File: config.mk
export PLATFORM = sky130hd
export DESIGN_NAME = pipe_stage_reg
export DESIGN_NICKNAME = d
export VERILOG_FILES = /design/src/rtl/pipe_stage_reg.sv
export SDC_FILE = /design/constraint.sdc
export NUM_CORES = 1
export LEC_CHECK = 0
export BUFFER_PORTS_ARGS = -buffer_cell sky130_fd_sc_hd__buf_2
export CORE_MARGIN = 4
export CORE_UTILIZATION = 30
export CTS_BUF_LIST = sky130_fd_sc_hd__clkbuf_16
export DETAILED_ROUTE_END_ITERATION = 8
export PLACE_DENSITY = 0.61
export SLEW_MARGIN = 20
export SYNTH_ARGS = -nofsm -noshare
export SYNTH_HDL_FRONTEND = slang
export SYNTH_SLANG_ARGS = --single-unit
File: constraint.sdc
create_clock -name clkIn -period 1.9 [get_ports clkIn]
set_input_delay 0.19 -clock clkIn [delete_from_list [all_inputs] [get_ports clkIn]]
set_output_delay 0.19 -clock clkIn [all_outputs]
set_load 0.02 [all_outputs]
File: src/rtl/pipe_stage_reg.sv
// pipe_stage_reg: valid/ready pipeline register for an address/instruction pair.
// Flush and reset both leave a NOP bubble on the outputs.
// A stall counter saturates and is not cleared by flush.
// Build option: define PIPE_STAGE_SKID_EN to add a one-entry skid buffer.
// With the skid buffer, readyOut is registered.
// Without it, readyOut is ~validOut | readyIn and the stage holds a single entry.
module pipe_stage_reg #(
  parameter int                ADDR_W  = 32,
  parameter int                DATA_W  = 32,
  parameter logic [DATA_W-1:0] NOP_INS = 32'h00000013,
  parameter int                CNT_W   = 16
) (
  input  logic              clkIn,
  input  logic              resetn,
  input  logic              flush,
  input  logic              validIn,
  output logic              readyOut,
  input  logic [ADDR_W-1:0] AddrIn,
  input  logic [DATA_W-1:0] InsIn,
  output logic              validOut,
  input  logic              readyIn,
  output logic [ADDR_W-1:0] AddrOut,
  output logic [DATA_W-1:0] InsOut,
  output logic [CNT_W-1:0]  stallCnt
);

  // Output register
  logic              valid_reg, valid_next;
  logic [ADDR_W-1:0] addr_reg,  addr_next;
  logic [DATA_W-1:0] ins_reg,   ins_next;

  // Stall counter
  logic [CNT_W-1:0]  stall_reg, stall_next;

  // Handshakes for the coming edge
  logic              take;   // upstream entry accepted
  logic              give;   // held entry released downstream

  assign take = validIn & readyOut;
  assign give = valid_reg & readyIn;

  assign validOut = valid_reg;
  assign AddrOut  = addr_reg;
  assign InsOut   = ins_reg;
  assign stallCnt = stall_reg;

  // Count edges where a valid entry is blocked downstream; saturate at all-ones, flush freezes it
  always_comb begin
    stall_next = stall_reg;
    if (valid_reg && !readyIn && !flush && (stall_reg != {CNT_W{1'b1}})) begin
      stall_next = stall_reg + CNT_W'(1);
    end
  end

  // Stall counter register; only reset clears it
  always_ff @(posedge clkIn or negedge resetn) begin
    if (!resetn) begin
      stall_reg <= '0;
    end else begin
      stall_reg <= stall_next;
    end
  end

`ifdef PIPE_STAGE_SKID_EN

  // Skid entry catches an accept that arrives while the output is blocked
  logic              skid_valid_reg, skid_valid_next;
  logic [ADDR_W-1:0] skid_addr_reg,  skid_addr_next;
  logic [DATA_W-1:0] skid_ins_reg,   skid_ins_next;
  logic              ready_reg,      ready_next;

  // readyOut comes straight from a flop, so upstream timing does not depend on readyIn
  assign readyOut = ready_reg;

  // Next-state for the output and skid entries; flush wins over every handshake
  always_comb begin
    valid_next      = valid_reg;
    addr_next       = addr_reg;
    ins_next        = ins_reg;
    skid_valid_next = skid_valid_reg;
    skid_addr_next  = skid_addr_reg;
    skid_ins_next   = skid_ins_reg;
    if (flush) begin
      valid_next      = 1'b0;
      addr_next       = '0;
      ins_next        = NOP_INS;
      skid_valid_next = 1'b0;
    end else if (give) begin
      if (skid_valid_reg) begin
        // Drain the skid entry first; take is impossible while the skid is full.
        valid_next      = 1'b1;
        addr_next       = skid_addr_reg;
        ins_next        = skid_ins_reg;
        skid_valid_next = 1'b0;
      end else if (take) begin
        // Back-to-back transfer with no bubble
        valid_next = 1'b1;
        addr_next  = AddrIn;
        ins_next   = InsIn;
      end else begin
        valid_next = 1'b0;
      end
    end else if (take) begin
      if (valid_reg) begin
        // Output is blocked: park the new entry in the skid.
        skid_valid_next = 1'b1;
        skid_addr_next  = AddrIn;
        skid_ins_next   = InsIn;
      end else begin
        valid_next = 1'b1;
        addr_next  = AddrIn;
        ins_next   = InsIn;
      end
    end
    ready_next = ~skid_valid_next;
  end

  // Output and skid registers with asynchronous clear
  always_ff @(posedge clkIn or negedge resetn) begin
    if (!resetn) begin
      valid_reg      <= 1'b0;
      addr_reg       <= '0;
      ins_reg        <= NOP_INS;
      skid_valid_reg <= 1'b0;
      skid_addr_reg  <= '0;
      skid_ins_reg   <= '0;
      ready_reg      <= 1'b1;
    end else begin
      valid_reg      <= valid_next;
      addr_reg       <= addr_next;
      ins_reg        <= ins_next;
      skid_valid_reg <= skid_valid_next;
      skid_addr_reg  <= skid_addr_next;
      skid_ins_reg   <= skid_ins_next;
      ready_reg      <= ready_next;
    end
  end

`else

  // Single-entry stage: room exists when empty or when the held entry leaves this edge
  assign readyOut = ~valid_reg | readyIn;

  // Next-state for the output entry; flush wins over every handshake
  always_comb begin
    valid_next = valid_reg;
    addr_next  = addr_reg;
    ins_next   = ins_reg;
    if (flush) begin
      valid_next = 1'b0;
      addr_next  = '0;
      ins_next   = NOP_INS;
    end else if (take) begin
      // Covers accept-into-empty and accept-with-release alike
      valid_next = 1'b1;
      addr_next  = AddrIn;
      ins_next   = InsIn;
    end else if (give) begin
      // Data is left in place so the outputs only move on a real load.
      valid_next = 1'b0;
    end
  end

  // Output register with asynchronous clear
  always_ff @(posedge clkIn or negedge resetn) begin
    if (!resetn) begin
      valid_reg <= 1'b0;
      addr_reg  <= '0;
      ins_reg   <= NOP_INS;
    end else begin
      valid_reg <= valid_next;
      addr_reg  <= addr_next;
      ins_reg   <= ins_next;
    end
  end

`endif

endmodule
==> reports/qor.yml, run 1 <==
synthesis:
  ys_seq_elements: 81
  synthXorXnorAreaFrac_pct: 3.11
  syn-num-nets: 292
  synthesis.area_um2: 3090
  yosysUniqueCellTypes: 35
  ys_seq_area_share_pct: 65.6
  synth_top_family_by_area: "compound AO/OA/AOI/OAI gates"
  syn_inst: 222
  yosys.area_share.simple_pct: 7.60
  avgSynthCellArea_um2: 13.9
  synth_adder_area_share_pct: 0.404
  muxShareOfSynthArea_pct: 0.485
  synth-compound-area-share_pct: 20.7
  yosysWarnings: 0
critical_path:
  end_kind: "flip-flop"
  path_buf_inv: 0
  start_kind: "flip-flop"
  cp_max_fo: 5
  slowest_stage: "or4_4"
  cp_data_required_time_ns: 2.15
  worstSetupPathType: "flip-flop to flip-flop"
  cp_top_family: "simple AND/OR/NAND/NOR gates"
  arrival_ns: 2.01
  critPathMaxStageDelay_ns: 0.47
  cp_cell_sequence: "ha_2 -> nand3_1 -> or4_4 -> nor4_2 -> xor2_1"
place:
  dp_hpwl_um: 5720
  post-place-cells: 498
  gp_congestion: 0.792
  port_buffers: 150
detailed_routing:
  vias: 2454
  drtAntennaViolNets: 0
  post_drt_wl_per_cell_um: 15.5
  drtPass1Iterations: 4
  drt-total-wl_um: 7960
  vias_per_cell: 4.77
  drtIter0Drc: 100
  drc: 0
finish:
  final_core_util_pct: 44.6
  drive_above_1_share_pct: 48.4
  final_common_cell: "buf_2"
  syn_to_final_growth_pct: 42.7
  final_cell_mix: "149 x buf_2, 78 x dfrtp_1, 61 x a22o_1, 9 x clkbuf_16, 7 x xor2_1"
  fin_nets: 447
  fin_cells: 515
  diodes: 0
clock_tree:
  cts_setup_buffers: 0
  clock_latency_ns: 0.32
  cts_made_buffers: 9
  cts_root_buf: "clkbuf_16"
  clock-sinks: 81
  clk_pin_slew_ns: 0.06
  htreeDepth: 3
  cts_buffer_depth: 2
  cts_tree: "done"
power:
  power.switching_mw: 1.15
  p_seq_share_pct: 43.0
  power_mw: 4.55
  p_comb_share_pct: 14.5
  pwr-share-clk_pct: 42.5
  p_leak_nw: 2.38
  power.internal_mw: 3.39
  vdd_drop_max_mv: 0.352
  power.density_nw_per_um2: 1030
  netSwitchingFraction_pct: 25.4
global_routing:
  use_met1_pct: 16.9
  grt_pass1_wl_um: 12500
  grt_max_degree: 58
  antenna_found_initial: 0
  top_usage_layer: "met2"
  grt_util_met2_pct: 21.9
  first_global_vias: 2480
  grt-ovfl-total: 0
  grtUsageTotal_pct: 13.4
  use_met3_pct: 3.88
die:
  die_x_um: 110
  die_area_um2: 12000
  placementRows: 36
  core_area_um2: 9910
  die_h_um: 110
  io_pins: 151
  start_util_pct: 31.2
sta:
  setup_viol: 0
  fin_setup_tns_ns: 0
  finalHoldViolations: 0
  period_share_pct: 92.8
  slew_viol_final: 0
  period_minus_slack_ns: 1.76
  worst_slew_pin_slew_ns: 0.547
  clock.fmax_ghz: 0.567
  skew_ns: 0.00653
  slew_headroom_pct: 63.6
min_path:
  min_path_type: "primary input to flip-flop"
outcome:
  status: "completed"
run:
  drv_cap: 0
==> cells in the mapped netlist <==
| cell type | n | area (µm²) |
|---|---|---|
| nor4_2 | 1 | 12.5 |
| nor3_1 | 4 | 20.0 |
| nand4b_1 | 1 | 8.76 |
| xnor2_1 | 4 | 35.0 |
| o41ai_2 | 1 | 16.3 |
| buf_2 | 1 | 5.00 |
| nand2_1 | 4 | 15.0 |
| dfstp_2 | 3 | 78.8 |
| o31ai_1 | 1 | 7.51 |
| a21oi_1 | 4 | 20.0 |
| and3_2 | 1 | 7.51 |
| nor2b_1 | 1 | 6.26 |
| o21a_1 | 1 | 7.51 |
| a22o_1 | 61 | 534 |
| o22a_1 | 3 | 26.3 |
| ha_1 | 1 | 12.5 |
| nor2_1 | 5 | 18.8 |
| inv_1 | 3 | 11.3 |
| nand4bb_1 | 1 | 11.3 |
| dfrtp_1 | 78 | 1950 |
| nand4_4 | 1 | 21.3 |
| nor4_1 | 2 | 12.5 |
| a31oi_1 | 3 | 18.8 |
| or3_1 | 1 | 6.26 |
| nand2b_1 | 2 | 12.5 |
| nand3_1 | 5 | 25.0 |
| mux2_4 | 1 | 15.0 |
| or4_4 | 1 | 11.3 |
| nand4_1 | 2 | 12.5 |
| nor3b_1 | 2 | 15.0 |
| a41oi_1 | 1 | 8.76 |
| clkbuf_1 | 13 | 48.8 |
| xor2_1 | 7 | 61.3 |
| nand4_2 | 1 | 12.5 |
| or2_2 | 1 | 6.26 |
==> sequential cells by signal (all words and copies together) (netlist names) <==
name,cells
AddrOut,32
InsOut,32
stallCnt,16
validOut,1
==> stage by stage <==
stage	worst slack [ns]	area (µm²)	hold WS [ns]
3_3_place_gp	0.196	4070	0.203
5_1_grt	-0.000724	4420	0.0642
6_report	0.136	4420	0.0770
2_1_floorplan	0.0900	3090	-0.106
4_1_cts	0.116	4410	0.0614
3_5_place_dp	0.134	4070	0.217
==> kinds of logic after synthesis <==
family,Yosys count
xor+xnor,11
compound gates,75
fa+ha+maj,1
buf+inv,17
mux,1
simple gates,36
flops,81
==> final timing paths <==
kind / from / endpoint / slack, ns / depth (start not counted)
max reg2reg: stallCnt[1]$_DFFE_PN0P_ / stallCnt[14]$_DFFE_PN0P_ / 0.14 / 5
min: AddrIn[2] / AddrOut[2]$_DFFE_PN0P_ / 0.08 / 2
min reg2reg: InsOut[19]$_DFFE_PN0P_ / InsOut[19]$_DFFE_PN0P_ / 0.50 / 1
max in group asynchronous: resetn / InsOut[1]$_DFFE_PN1P_ / 0.85 / 3
min in group asynchronous: resetn / stallCnt[6]$_DFFE_PN0P_ / 0.39 / 2
max: stallCnt[1]$_DFFE_PN0P_ / stallCnt[14]$_DFFE_PN0P_ / 0.14 / 5
==> per-layer routing <==
metal,part of all wire [%],vias to the layer above,routed length [µm]
met5,0,-,0
li1,-,1160,-
met2,48,86,3820
met4,1.5,0,118
met1,43,1198,3420
met3,7.7,10,611
==> what timing repair did <==
action,in CTS,in global routing
endpoints found under the setup margin,0,1
hold endpoints to repair,40,0
gates resized for setup,0,1
hold buffers,1,0
==> power groups by stage <==
stage,Combinational [mW],Sequential (mW),Clock [mW]
after floorplan,0.197,2.13,0
after global placement,0.660,1.98,0
after detailed placement,0.669,1.98,0
after CTS,0.670,1.95,1.99
after global routing,0.717,1.97,2.06
final,0.661,1.96,1.93
==> cell type report <==
cell class / count / area (µm²)
Timing Repair Buffer: 158 / 853
Inverter: 3 / 11.3
Clock buffer: 9 / 225
Sequential cell: 81 / 2030
Multi-Input combinational cell: 124 / 1020
Tap cell: 133 / 166
Fill cell: 934 / 5490
Clock inverter: 7 / 110
Power figures use the tool's default switching activity.
==> run 2: changes to the inputs <==
--- a/config.mk
+++ b/config.mk
@@ -6,6 +6,7 @@
 export NUM_CORES = 1
 export LEC_CHECK = 0
 export BUFFER_PORTS_ARGS = -buffer_cell sky130_fd_sc_hd__buf_2
+export CORE_ASPECT_RATIO = 1.4
 export CORE_MARGIN = 4
 export CORE_UTILIZATION = 30
 export CTS_BUF_LIST = sky130_fd_sc_hd__clkbuf_16
==> reports/qor.yml, run 2 (synthesized netlist as in run 1, its figures left out) <==
clock_tree:
  cts_resized: 0  # unchanged
  cts_buffer_depth: 2  # unchanged
  clock-sinks: 81  # unchanged
  htreeDepth: 3  # unchanged
  clock_latency_ns: 0.32  # about the same
  cts_tree: "done"
  cts_made_buffers: 9  # unchanged
  clk_pin_slew_ns: 0.06  # about the same
  cts_root_buf: "clkbuf_16"
power:
  vdd_drop_max_mv: 0.471  # +34%
  power.density_nw_per_um2: 977  # -5.1%
  power_mw: 4.29  # -5.8%
  p_leak_nw: 2.37  # -0.57%
detailed_routing:
  drtIter0Drc: 94  # -6.0%
  drtPass1Iterations: 4  # unchanged
  wl_met3_um: 492  # -19%
  drc: 0  # unchanged
  post_drt_wl_per_cell_um: 15.8  # +2.5%
  wl_met1_um: 3390  # -0.61%
  highest_layer: "met4"
  drt-total-wl_um: 8220  # +3.3%
  drtAntennaViolNets: 0  # unchanged
  vias: 2475  # +0.86%
  vias_per_cell: 4.77  # about the same
  routed-wl-met2_um: 4220  # +11%
critical_path:
  endpoint: "stallCnt[14]$_DFFE_PN0P_"
  arrival_ns: 2.05  # +0.04 ns
  worst-r2r-setup-slack_ns: 0.11  # -0.03 ns
  cp_cell_sequence: "ha_1 -> nand3_1 -> or4_4 -> nor4_2 -> xor2_1"
  r2r_start: "stallCnt[0]$_DFFE_PN0P_"
  start_kind: "flip-flop"
  critPathMaxStageDelay_ns: 0.47  # about the same
  slowest_stage: "or4_4"
  reg2regPathDepth: 5  # unchanged
  cp_data_required_time_ns: 2.15  # about the same
  cp_max_fo: 5  # unchanged
  cp-startpoint: "stallCnt[0]$_DFFE_PN0P_"
  r2r-end: "stallCnt[14]$_DFFE_PN0P_"
  end_kind: "flip-flop"
  worstSetupPathType: "flip-flop to flip-flop"
finish:
  final_area_um2: 4380  # -0.74%
  fin_nets: 449  # +0.45%
  final_common_cell: "buf_2"
  drive_above_1_share_pct: 48.4  # about the same
  final_cell_mix: "149 x buf_2, 78 x dfrtp_1, 61 x a22o_1, 9 x clkbuf_16"
  syn_to_final_growth_pct: 41.7
  diodes: 0  # unchanged
sta:
  worst_slew_pin_slew_ns: 0.572  # +0.0254 ns
  clock.fmax_ghz: 0.558  # -1.6%
  period_minus_slack_ns: 1.79  # +0.0287 ns
  fin_hold_ws_ns: 0.0754  # -0.00152 ns
  slew_headroom_pct: 61.9  # -1.7 points
  skew_ns: 0.00591  # -0.000616 ns
  setup_viol: 0  # unchanged
  slew_viol_final: 0  # unchanged
  finalHoldViolations: 0  # unchanged
  rsz0062_at_grt: "false"
  fin_setup_tns_ns: 0  # unchanged
  period_share_pct: 94.4  # +1.5 points
place:
  placed_area_um2: 4090  # +0.43%
  gp_congestion: 0.814  # +2.8%
  dp_hpwl_um: 6080  # +6.3%
  port_buffers: 150  # unchanged
global_routing:
  grt_max_degree: 46  # -21%
  grt-ovfl-total: 0  # unchanged
  grt_pass1_wl_um: 13100  # +4.8%
  first_global_vias: 2552  # +2.9%
  antenna_found_initial: 0  # unchanged
  grtUsageTotal_pct: 13.9  # +0.46 points
min_path:
  min_path_type: "primary input to flip-flop"
die:
  die_h_um: 128  # +17%
  start_util_pct: 30.9  # -0.30 points
  die_area_um2: 12000  # +0.19%
  placementRows: 43  # +19%
  die_x_um: 93.8  # -14%
  core_area_um2: 10000  # +0.98%
  io_pins: 151  # unchanged
outcome:
  status: "completed"
run:
  drv_cap: 0  # unchanged
-- run 2: through the flow --
stage                     cells  setup slack (ns)  util, %
after CTS                   519             0.108     43.8
after global routing        519            0.0241     43.8
final                       519             0.107     43.8
after detailed placement    502             0.124     40.8
after global placement      502             0.191     40.8
after floorplan             222            0.0900        -
-- run 2: worst min path at each step --
stage / from / endpoint / depth (start not counted)
2_1_floorplan: resetn / AddrOut[0]$_DFFE_PN0P_ / 0
3_3_place_gp: resetn / InsOut[21]$_DFFE_PN0P_ / 1
3_5_place_dp: resetn / InsOut[23]$_DFFE_PN0P_ / 1
4_1_cts: InsIn[9] / InsOut[9]$_DFFE_PN0P_ / 2
5_1_grt: InsIn[14] / InsOut[14]$_DFFE_PN0P_ / 2
6_report: InsIn[13] / InsOut[13]$_DFFE_PN0P_ / 2
-- run 2: per-layer routing --
layer / vias to the layer above / global-route usage, %
met3: 8 / 3.70
li1: 1159 / -
met5: - / 0
met4: 0 / 5.87
met2: 82 / 22.5
met1: 1226 / 17.4
-- run 2: area by class of cell --
type	instances	area, µm²
Clock buffer	9	225
Clock inverter	7	62.6
Fill cell	982	5620
Inverter	3	11.3
Multi-Input combinational cell	124	1020
Sequential cell	81	2030
Tap cell	135	169
Timing Repair Buffer	160	868
-- run 2: report_power, final --
part / internal (mW) / switching (mW)
Clock: 1.00 / 0.658
Combinational: 0.267 / 0.398
Sequential: 1.85 / 0.107
Total: 3.12 / 1.16
-- run 2: worst max-delay path: cells and delay by family, from the launching register on --
kind	cells	cell delay, ns
fa+ha+maj	1	0.24
simple gates	3	0.88
flops	1	0.43
xor+xnor	1	0.16
-- run 2: repair_timing --
item	4_1_cts	5_1_grt
hold buffers	1	0
buffers inserted	0	0
endpoints found under the setup margin	0	0
endpoints found under the hold margin	41	0
